--- config.mk ---
export PLATFORM = sky130hd
export DESIGN_NAME = uart_alu_packet_engine
export DESIGN_NICKNAME = d
export VERILOG_FILES = /design/src/rtl/uart_alu_pkg.sv /design/src/rtl/uart_alu_packet_engine_serializer.sv /design/src/rtl/uart_alu_packet_engine.sv
export SDC_FILE = /design/constraint.sdc
export NUM_CORES = 1
export LEC_CHECK = 0
export BUFFER_PORTS_ARGS = -buffer_cell sky130_fd_sc_hd__buf_2
export CAP_MARGIN = 40
export CORE_UTILIZATION = 25
export CTS_CLUSTER_DIAMETER = 40
export DETAILED_ROUTE_END_ITERATION = 8
export PLACE_DENSITY_LB_ADDON = 0.08
export SETUP_SLACK_MARGIN = 0.02
export SYNTH_ARGS = -nofsm -noshare
export SYNTH_HDL_FRONTEND = slang
export SYNTH_SLANG_ARGS = --single-unit
--- constraint.sdc ---
create_clock -name clk_i -period 6.8 [get_ports clk_i]
set_input_delay 1.36 -clock clk_i [delete_from_list [all_inputs] [get_ports clk_i]]
set_output_delay 1.36 -clock clk_i [all_outputs]
set_load 0.05 [all_outputs]
--- src/rtl/uart_alu_pkg.sv ---
// Shared types for the UART ALU packet responder.
// Opcodes, FSM states and header geometry.
package uart_alu_pkg;

    typedef enum logic [7:0] {
        OPC_ADD  = 8'h01,
        OPC_ECHO = 8'hEC
    } opcode_e;

    typedef enum logic [3:0] {
        HDR_OP,
        HDR_RSVD,
        HDR_LEN_LO,
        HDR_LEN_HI,
        PAYLOAD_ADD,
        PAYLOAD_ECHO,
        ECHO_DRAIN,
        RESULT,
        DISCARD
    } state_e;

    localparam int HDR_BYTES = 4;

    // Packet length includes the header; short lengths carry no payload.
    function automatic logic [15:0] payload_count(input logic [15:0] len);
        return (len < 16'(HDR_BYTES)) ? 16'd0 : len - 16'(HDR_BYTES);
    endfunction

endpackage

--- src/rtl/uart_alu_packet_engine_serializer.sv ---
// Holds a result word and hands it out one byte at a time, LSB first.
// The top owns the output register and pulls bytes via take_i.
module uart_alu_result_serializer #(
    parameter int WIDTH = 32
) (
    input  logic             clk_i,
    input  logic             reset_i,
    input  logic             load_i,
    input  logic [WIDTH-1:0] word_i,
    input  logic             take_i,
    output logic [7:0]       byte_o,
    output logic             more_o
);

    localparam int NB    = WIDTH / 8;
    localparam int CNT_W = $clog2(NB + 1);

    logic [WIDTH-1:0] word_q, word_d;
    logic [CNT_W-1:0] left_q, left_d;

    always_comb begin
        word_d = word_q;
        left_d = left_q;
        if (load_i) begin
            word_d = word_i;
            left_d = CNT_W'(NB);
        end else if (take_i && left_q != '0) begin
            word_d = word_q >> 8;
            left_d = left_q - CNT_W'(1);
        end
    end

    always_ff @(posedge clk_i or posedge reset_i) begin
        if (reset_i) begin
            word_q <= '0;
            left_q <= '0;
        end else begin
            word_q <= word_d;
            left_q <= left_d;
        end
    end

    assign byte_o = word_q[7:0];
    assign more_o = (left_q != '0);

endmodule

--- src/rtl/uart_alu_packet_engine.sv ---
// Responder for the UART ALU packet protocol: header parse, ADD, ECHO.
// Output register is shared by the echo path and the result serializer.
module uart_alu_packet_engine
    import uart_alu_pkg::*;
#(
    parameter logic [7:0] OPCODE_ADD  = OPC_ADD,
    parameter logic [7:0] OPCODE_ECHO = OPC_ECHO,
    parameter int         ACC_WIDTH   = 32
) (
    input  logic       clk_i,
    input  logic       reset_i,
    input  logic [7:0] s_axis_tdata_i,
    input  logic       s_axis_tvalid_i,
    output logic       s_axis_tready_o,
    output logic [7:0] m_axis_tdata_o,
    output logic       m_axis_tvalid_o,
    input  logic       m_axis_tready_i,
    output logic       busy_o,
    output logic       bad_opcode_o
);

    localparam int ACC_BYTES = ACC_WIDTH / 8;
    localparam int LANE_W    = (ACC_BYTES > 1) ? $clog2(ACC_BYTES) : 1;
    localparam logic [LANE_W-1:0] LANE_LAST = LANE_W'(ACC_BYTES - 1);

    state_e               state_q, state_d;
    logic [7:0]           opc_q, opc_d;
    logic [7:0]           len_lo_q, len_lo_d;
    logic [15:0]          rem_q, rem_d, pay_cnt;
    logic [LANE_W-1:0]    lane_q, lane_d;
    logic [ACC_WIDTH-1:0] opnd_q, opnd_d, opnd_n;
    logic [ACC_WIDTH-1:0] acc_q, acc_d;
    logic [7:0]           tdata_q, tdata_d;
    logic                 tvalid_q, tvalid_d;
    logic                 bad_q, bad_d;
    logic                 s_ready, in_fire, out_fire;
    logic                 last_pay, is_add, is_echo;
    logic                 ser_load, ser_take, ser_more;
    logic [7:0]           ser_byte;

    assign in_fire  = s_axis_tvalid_i && s_ready;
    assign out_fire = tvalid_q && m_axis_tready_i;
    assign last_pay = (rem_q == 16'd1);
    assign is_add   = (opc_q == OPCODE_ADD);
    assign is_echo  = (opc_q == OPCODE_ECHO);
    assign pay_cnt  = payload_count({s_axis_tdata_i, len_lo_q});

    uart_alu_result_serializer #(
        .WIDTH (ACC_WIDTH)
    ) u_ser (
        .clk_i   (clk_i),
        .reset_i (reset_i),
        .load_i  (ser_load),
        .word_i  (acc_d),
        .take_i  (ser_take),
        .byte_o  (ser_byte),
        .more_o  (ser_more)
    );

    always_ff @(posedge clk_i or posedge reset_i) begin
        if (reset_i) begin
            state_q <= HDR_OP;
        end else begin
            state_q <= state_d;
        end
    end

    always_comb begin
        state_d = state_q;
        case (state_q)
            HDR_OP:     if (in_fire) state_d = HDR_RSVD;
            HDR_RSVD:   if (in_fire) state_d = HDR_LEN_LO;
            HDR_LEN_LO: if (in_fire) state_d = HDR_LEN_HI;
            HDR_LEN_HI: begin
                if (in_fire) begin
                    if (is_add) begin
                        state_d = (pay_cnt != '0) ? PAYLOAD_ADD : RESULT;
                    end else if (is_echo) begin
                        state_d = (pay_cnt != '0) ? PAYLOAD_ECHO : HDR_OP;
                    end else begin
                        state_d = (pay_cnt != '0) ? DISCARD : HDR_OP;
                    end
                end
            end
            PAYLOAD_ADD:  if (in_fire && last_pay) state_d = RESULT;
            PAYLOAD_ECHO: if (in_fire && last_pay) state_d = ECHO_DRAIN;
            ECHO_DRAIN:   if (out_fire) state_d = HDR_OP;
            RESULT:       if (!ser_more && out_fire) state_d = HDR_OP;
            DISCARD:      if (in_fire && last_pay) state_d = HDR_OP;
            default:      state_d = HDR_OP;
        endcase
    end

    always_comb begin
        case (state_q)
            PAYLOAD_ECHO:       s_ready = !tvalid_q || m_axis_tready_i;
            ECHO_DRAIN, RESULT: s_ready = 1'b0;
            default:            s_ready = 1'b1;
        endcase
    end

    assign s_axis_tready_o = s_ready;
    assign busy_o          = (state_q != HDR_OP);
    assign m_axis_tdata_o  = tdata_q;
    assign m_axis_tvalid_o = tvalid_q;
    assign bad_opcode_o    = bad_q;

    always_comb begin
        opc_d    = opc_q;
        len_lo_d = len_lo_q;
        rem_d    = rem_q;
        lane_d   = lane_q;
        opnd_d   = opnd_q;
        acc_d    = acc_q;
        tdata_d  = tdata_q;
        tvalid_d = tvalid_q && !m_axis_tready_i;
        bad_d    = 1'b0;
        ser_load = 1'b0;
        ser_take = 1'b0;
        // Little-endian lane insert; lane 0 starts a fresh operand.
        opnd_n = (lane_q == '0) ? '0 : opnd_q;
        for (int b = 0; b < ACC_BYTES; b++) begin
            if (lane_q == LANE_W'(b)) opnd_n[b*8 +: 8] = s_axis_tdata_i;
        end
        case (state_q)
            HDR_OP:     if (in_fire) opc_d = s_axis_tdata_i;
            HDR_LEN_LO: if (in_fire) len_lo_d = s_axis_tdata_i;
            HDR_LEN_HI: begin
                if (in_fire) begin
                    rem_d    = pay_cnt;
                    lane_d   = '0;
                    opnd_d   = '0;
                    bad_d    = !is_add && !is_echo;
                    ser_load = is_add && (pay_cnt == '0);
                end
            end
            PAYLOAD_ADD: begin
                if (in_fire) begin
                    rem_d  = rem_q - 16'd1;
                    lane_d = (lane_q == LANE_LAST) ? '0 : lane_q + 1'b1;
                    opnd_d = opnd_n;
                    // Full word or trailing partial word folds in now.
                    if (lane_q == LANE_LAST || last_pay) begin
                        acc_d  = acc_q + opnd_n;
                        opnd_d = '0;
                    end
                    ser_load = last_pay;
                end
            end
            PAYLOAD_ECHO: begin
                if (in_fire) begin
                    rem_d    = rem_q - 16'd1;
                    tdata_d  = s_axis_tdata_i;
                    tvalid_d = 1'b1;
                end
            end
            RESULT: begin
                if (ser_more && (!tvalid_q || m_axis_tready_i)) begin
                    tdata_d  = ser_byte;
                    tvalid_d = 1'b1;
                    ser_take = 1'b1;
                end
                if (!ser_more && out_fire) acc_d = '0;
            end
            DISCARD: if (in_fire) rem_d = rem_q - 16'd1;
            default: ;
        endcase
    end

    always_ff @(posedge clk_i or posedge reset_i) begin
        if (reset_i) begin
            opc_q    <= '0;
            len_lo_q <= '0;
            rem_q    <= '0;
            lane_q   <= '0;
            opnd_q   <= '0;
            acc_q    <= '0;
            tdata_q  <= '0;
            tvalid_q <= 1'b0;
            bad_q    <= 1'b0;
        end else begin
            opc_q    <= opc_d;
            len_lo_q <= len_lo_d;
            rem_q    <= rem_d;
            lane_q   <= lane_d;
            opnd_q   <= opnd_d;
            acc_q    <= acc_d;
            tdata_q  <= tdata_d;
            tvalid_q <= tvalid_d;
            bad_q    <= bad_d;
        end
    end

endmodule

Yosys cells after proc, flatten, opt, wreduce, memory -nomap -nowiden
Cells that the tools add are included.
{"block": "op_classes", "addsub": 5, "eq_ne": 27, "n_reduce_logical": 34, "n_mux": 54, "magnitude_cmp": 1}
{"cell": "two-way mux 32 bit", "count": 9}
{"cell": "case mux 32 bit (2 select lines)", "count": 2}
{"cell": "two-way mux 16 bit", "count": 3}
{"cell": "two-way mux 4 bit", "count": 12}
{"cell": "two-way mux 8 bit", "count": 6}
{"cell": "case mux 4 bit (9 select lines)", "count": 1}
{"cell": "adder 32 bit", "count": 1}
{"cell": "case mux 16 bit (2 select lines)", "count": 1}
{"cell": "inequality test 2 bit, second input constant", "count": 12}
{"cell": "equality test 16 x 1 -> 1 bit, second input constant", "count": 1}
{"cell": "equality test 4 x 3 -> 1 bit, second input constant", "count": 4}
{"cell": "zero test 16 bit", "count": 1}
{"cell": "< comparator 16 x 3 -> 1 bit, second input constant", "count": 1}
{"cell": "case mux 8 bit (2 select lines)", "count": 1}
{"cell": "nonzero test 16 bit", "count": 1}
{"cell": "subtractor 16 x 1 -> 16 bit, second input constant", "count": 1}
{"cell": "subtractor 16 x 3 -> 16 bit, second input constant", "count": 1}
{"cell": "logical AND 1 bit", "count": 9}
{"cell": "two-way mux 3 bit", "count": 3}
{"cell": "AND reduction 3 bit", "count": 3}
{"cell": "AND reduction 9 bit", "count": 1}
{"cell": "equality test 4 x 2 -> 1 bit, second input constant", "count": 2}
{"cell": "equality test 8 x 1 -> 1 bit, second input constant", "count": 1}
{"cell": "equality test 8 bit, second input constant", "count": 1}
{"cell": "21 further kinds", "count": 43}
{"block": "totals", "in_bits": 12, "word_cells": 133, "output_inout_bits": 12, "reg_bits": 147}

Logic depth before layout (Yosys ltp)
{"block": "logic_depth", "word_depth": 8, "depth_mapped": 17, "mapped_depth_nobuf": 15}

By module
From an unflattened synthesis, not the netlist that was laid out.
{"block": "unflattened", "hier_cells": 984, "area_unflattened_um2": 9221.3}
{"module": "uart_alu_packet_engine", "instances": 1, "cells_each": 819, "area_each_um2": 7398.3, "seq_area_each_um2": 2802.7}
{"module": "uart_alu_result_serializer", "instances": 1, "cells_each": 165, "area_each_um2": 1823.0, "seq_area_each_um2": 875.8}

Worst setup path before layout
Ideal clock, no wire load.
{"block": "synth_timing", "path_kind": "input to register", "from": "input port m_axis_tready_i", "to": "register state_q[3]", "t_required_ps": 6721, "setup_ps": 79, "path_slack_ps": 2617, "n_path_buf": 0, "path_stages": 8, "t_arrival_ps": 4103, "path_cell_list": "and3b_1 -> o21ai_0 -> nand2_1 -> o22a_1 -> a31oi_1 -> nand2b_1 -> nor3b_1 -> o2bb2ai_1"}
{"block": "synth_via", "elab_chain_len": 6, "elab_cells_between_ends": 16, "classes_between": "eq/ne: 9; mux: 1; reduce/logical: 6"}
{"element": "start, declared", "line": "uart_alu_packet_engine.sv:17", "rtl": "input logic m_axis_tready_i,"}
{"element": "logical OR 1 bit *", "line": "uart_alu_packet_engine.sv:96", "rtl": "PAYLOAD_ECHO: s_ready = !tvalid_q || m_axis_tready_i;"}
{"element": "case mux 1 bit (2 select lines) *", "line": "uart_alu_packet_engine.sv:95", "rtl": "case (state_q)"}
{"element": "via s_axis_tready_o", "line": "uart_alu_packet_engine.sv:14", "rtl": "output logic s_axis_tready_o,"}
{"element": "logical AND 1 bit *", "line": "uart_alu_packet_engine.sv:41", "rtl": "assign in_fire = s_axis_tvalid_i && s_ready;"}
{"element": "logical AND 1 bit", "line": "uart_alu_packet_engine.sv:85, uart_alu_packet_engine.sv:86, uart_alu_packet_engine.sv:89"}
{"element": "inequality test 2 bit (no source line)"}
{"element": "AND reduction 9 bit (no source line) *"}
{"element": "end signal, assigned", "line": "uart_alu_packet_engine.sv:64", "rtl": "state_q <= state_d;"}
{"element": "end, declared", "line": "uart_alu_packet_engine.sv:26", "rtl": "state_e state_q, state_d;"}
The timed path passes the listed nets; every way through them passes the cells marked *.
A chain may end at the register's enable or synchronous reset.

Worst setup path after layout
{"block": "layout_timing", "from": "input port s_axis_tdata_i[0]", "to": "register u_ser.word_q[26]"}
{"block": "layout_via", "elab_cells_between_ends": 17, "classes_between": "add/sub: 2; order compare: 1; mux: 11; reduce/logical: 3"}
{"element": "start, declared", "line": "uart_alu_packet_engine.sv:12", "rtl": "input logic [7:0] s_axis_tdata_i,"}
{"element": "two-way mux 8 bit", "line": "uart_alu_packet_engine.sv:123", "rtl": "if (lane_q == LANE_W'(b)) opnd_n[b*8 +: 8] = s_axis_tdata_i;"}
{"element": "adder 32 bit *", "line": "uart_alu_packet_engine.sv:144", "rtl": "acc_d = acc_q + opnd_n;"}
{"element": "two-way mux 32 bit *", "line": "uart_alu_packet_engine.sv:143", "rtl": "if (lane_q == LANE_LAST || last_pay) begin"}
{"element": "two-way mux 32 bit *", "line": "uart_alu_packet_engine.sv:138", "rtl": "if (in_fire) begin"}
{"element": "case mux 32 bit (2 select lines) *", "line": "uart_alu_packet_engine.sv:125", "rtl": "case (state_q)"}
{"element": "via acc_d[26]", "line": "uart_alu_packet_engine.sv:32", "rtl": "logic [ACC_WIDTH-1:0] acc_q, acc_d;"}
{"element": "two-way mux 32 bit *", "line": "uart_alu_packet_engine_serializer.sv:24", "rtl": "if (load_i) begin"}
{"element": "end signal, assigned", "line": "uart_alu_packet_engine_serializer.sv:38", "rtl": "word_q <= word_d;"}
{"element": "end, declared", "line": "uart_alu_packet_engine_serializer.sv:18", "rtl": "logic [WIDTH-1:0] word_q, word_d;"}
Marked as above.

==> results.txt <==
----------------------------------------------------
[Run status]
  Status ... completed

[Critical path]
  Required time worst endpoint ... 7.12 ns
  Reg2Reg Setup Slack ... roughly 2.4 ns
  Critical Setup Path Class ... input pin to register
  Nature of the critical path startpoint ... input pin
  Cell Chain, Critical Path ... buf_2, mux2i_1, inv_1, ha_1, fa_1, a211oi_1, o21ai_0, nand3_1, nand2_1, a31oi_1, o21ai_0, a211o_1, a21o_1
  Maximum net fanout on the critical path ... 14
  CP endpoint kind ... register
  Arrival time at the worst endpoint ... ~4.8 ns
  Critical R2R Launch ... lane_q[0]
  Depth of the worst register-to-register path ... 15
  End of the worst register-to-register path ... u_ser.word_q[26]
  Max stage delay cell, worst path ... sky130_fd_sc_hd__a31oi_1
  CP most frequent cell ... sky130_fd_sc_hd__o21ai_0
  Largest stage delay, worst path ... approximately 0.53 ns

[Global route]
  Vias in the first global route ... approximately 7600
  Pin count of the biggest net entering global routing ... between 50 and 60
  GRT Resource Usage Total ... 0.165
  Leftover overflow at the end of global routing ... 0
  Number of antenna violations at the first check in global routing ... 0
  Wire length of the first global-routing pass ... between 40 and 50 mm

[Placed design]
  Total instance count after detailed placement ... roughly 1500
  Worst slack at placement ... between 1.5 and 2 ns
  Placer Congestion ... approximately 0.8
  DPL Wire Length ... between 20 and 25 mm
  Input/output buffers ... 23

[Clock network]
  Post-CTS Setup Repair Bufs ... 0
  CTS H-Tree Depth ... 4
  Total clock buffers created by CTS ... 17
  Clock net sink count ... 147
  Number of buffers added to fix hold violations after cts ... 0
  Clock tree root buffer cell ... sky130_fd_sc_hd__clkbuf_16
  Maximum buffer depth of the clock tree ... 2
  Clock slew seen by the registers of the worst setup and hold paths ... roughly 0.06 ns
  Resize count post-CTS ... 0
  Insertion delay of the later-clocked pin in the worst-skew pair ... ~0.44 ns
  TritonCTS clock tree ... built

[Synthesis]
  Warning count from the yosys run ... 0
  Top-area cell type share of the netlist area ... 0.401
  Synthesized instance count ... just over 1000
  Ys flop type ... sky130_fd_sc_hd__dfrtp_1
  EDFF count, synth ... 0
  Library cell with the largest summed area after synthesis ... sky130_fd_sc_hd__dfrtp_1
  Number of library cell types mapped by synthesis ... 76
  Post-Syn Area per Cell ... 8.86 sq um
  Sequential fraction of the synthesis area ... 0.401
  Seq cells post-synth ... 147
  Post-synth design cell area ... approximately 0.0092 sq mm
  Post-synthesis net count ... 1091
  Proportion of synthesized flip-flops having asynchronous set or reset ... 1.00
  Area contributors post-synth ... sky130_fd_sc_hd__dfrtp_1, sky130_fd_sc_hd__ha_1, sky130_fd_sc_hd__nand2_1

[Floorplan]
  # IOs ... 24
  Number of rows in the core area ... 69
  Die footprint ... roughly 0.037 sq mm
  Die Y ... between 150 and 200 um
  Starting Density ... 0.256
  Area of the placeable core ... 0.0358 sq mm
  Die width ... approximately 190 um

[Cells and area]
  Non-filler instance count after layout ... 1507
  Diodes inserted ... 0
  Post-layout net count ... ~1100
  Leading cell types in the layout, fill and taps excluded ... sky130_fd_sc_hd__dfrtp_1, sky130_fd_sc_hd__nand2_1, sky130_fd_sc_hd__o21ai_0
  Area Overhead vs Synth ... 12.5%
  Commonest non-fill, non-tap cell in the layout ... sky130_fd_sc_hd__dfrtp_1
  Proportion of layout cells with a drive suffix above 1 ... 0.108

[Drt]
  Number of remaining DRC errors ... 0
  Router iterations before antenna repair ... 5
  DR vias ... 7603
  Via-to-Cell Ratio ... roughly 5
  Violation count after the first detailed-route iteration ... 391
  Remaining antenna violation count ... 0
  Mean routed wirelength per cell ... 20.0 um
  Final wirelength ... approximately 30 mm

[Power and ir drop]
  IR Drop Worst-Case VDD ... 0.000152 V
  Leakage component of the power ... 0.00489 uW
  Power density over cell area ... approximately 290 mW/mm^2

[Timing]
  Worst Tran Pin Value ... around 0.9 ns
  Max Transition Viols Final ... 0
  Hold Vio Cnt, Final ... 0
  Final setup violation count ... 0
  Worst clock skew ... around 0.0098 ns
  Rel. slew slack ... 0.414
  Post-Route Hold Slack ... between 0.4 and 0.5 ns
  Tmin final ... around 4.4 ns
  Worst setup margin ... 2.37 ns
  Achievable Freq ... 226 MHz
  RSZ-0062 raised after global routing ... false
  Share of the clock period used by the worst path ... 0.651
  Setup TNS ... 0 ns

[Hold path]
  Worst-case hold path end point ... u_ser.word_q[3]
  Hold path depth ... 2
  Path type of the worst min-delay path ... register to register
  Hold path startpoint ... u_ser.word_q[3]

[Flow run]
  Max-cap check violation count ... 0

----------------------------------------------------
[worst max path at each step]
stage,startpoint,to,slack (ns),depth (start not counted)
6_report,s_axis_tdata_i[0],u_ser.word_q[26],2.37,13
5_1_grt,lane_q[0],u_ser.word_q[26],1.98,15
4_1_cts,lane_q[0],u_ser.word_q[26],2.35,15
3_5_place_dp,s_axis_tdata_i[0],u_ser.word_q[26],1.90,13
3_3_place_gp,s_axis_tdata_i[0],u_ser.word_q[26],1.89,13
2_1_floorplan,reset_i,acc_q[0],1.49,1
[per-layer routing]
metal  routed length, um  track usage  vias to the layer above
met4                 454       0.0465                        0
met3                1120       0.0286                       25
met5                   0            0                        -
li1                    -            -                     3751
met2               13900        0.263                      126
met1               14700        0.228                     3701
[final cells by class]
cell class | instances | area, sq um
Sequential cell | 147 | 3680
Multi-Input combinational cell | 785 | 5080
Clock inverter | 9 | 52.6
Fill cell | 3799 | 25500
Tap cell | 461 | 577
Clock buffer | 23 | 508
Inverter | 46 | 178
Timing Repair Buffer | 36 | 243
[Yosys cell counts, drive strengths merged (5+ instances only)]
library cell / instances
a211o: 5
a211oi: 6
a21o: 31
a21oi: 46
a22o: 21
a22oi: 25
a31oi: 9
and2: 5
and3: 17
buf: 11
clkbuf: 46
dfrtp: 147
ha: 43
inv: 46
mux2: 16
mux2i: 18
nand2: 139
nand2b: 10
nand3: 41
nand4: 9
nor2: 53
nor2b: 12
nor3: 21
nor4: 12
o211ai: 7
o21a: 11
o21ai: 99
o21bai: 5
o31ai: 9
or2: 9
or3: 12
xnor2: 11
xor2: 18
[registers in the layout, indices dropped and copies added (netlist names)]
signal           count
u_ser.word_q        32
state_q              4
acc_q               32
lane_q               2
m_axis_tdata_o       8
m_axis_tvalid_o      1
len_lo_q             8
opc_q                8
rem_q               16
bad_opcode_o         1
opnd_q              32
u_ser.left_q         3
[kinds of logic (layout without fill, tap and decap cells)]
family,count (synthesis),count (layout),share of synthesized area
multiplexers,34,34,0.0393
adder cells (fa/ha/maj),44,44,0.0608
AND/OR/NAND/NOR,365,365,0.199
XOR/XNOR,29,29,0.0277
flip-flops,147,147,0.401
buffers and inverters,103,114,0.0460
AO/OA/AOI/OAI,313,313,0.226
[worst max-delay path: cells and delay by family]
family          cells  cell delay (ns)
compound gates      6             1.88
fa+ha+maj           2             0.67
buf+inv             2             0.31
simple gates        2             0.28
mux                 1             0.24
[where the power goes]
part	switching [uW]	internal, uW
Combinational	584	337
Clock	391	521
Sequential	169	1030
Total	1140	1880
[through the flow]
step                      total power, uW   util  area (sq um)
final                                3030  0.288         10300
after global routing                 3220  0.288         10300
after CTS                            3070  0.288         10300
after detailed placement             2140  0.272          9750
after global placement               2130  0.271          9690
after floorplan                      1870      -          9170
No activity file was read; power rests on OpenSTA's default activity.
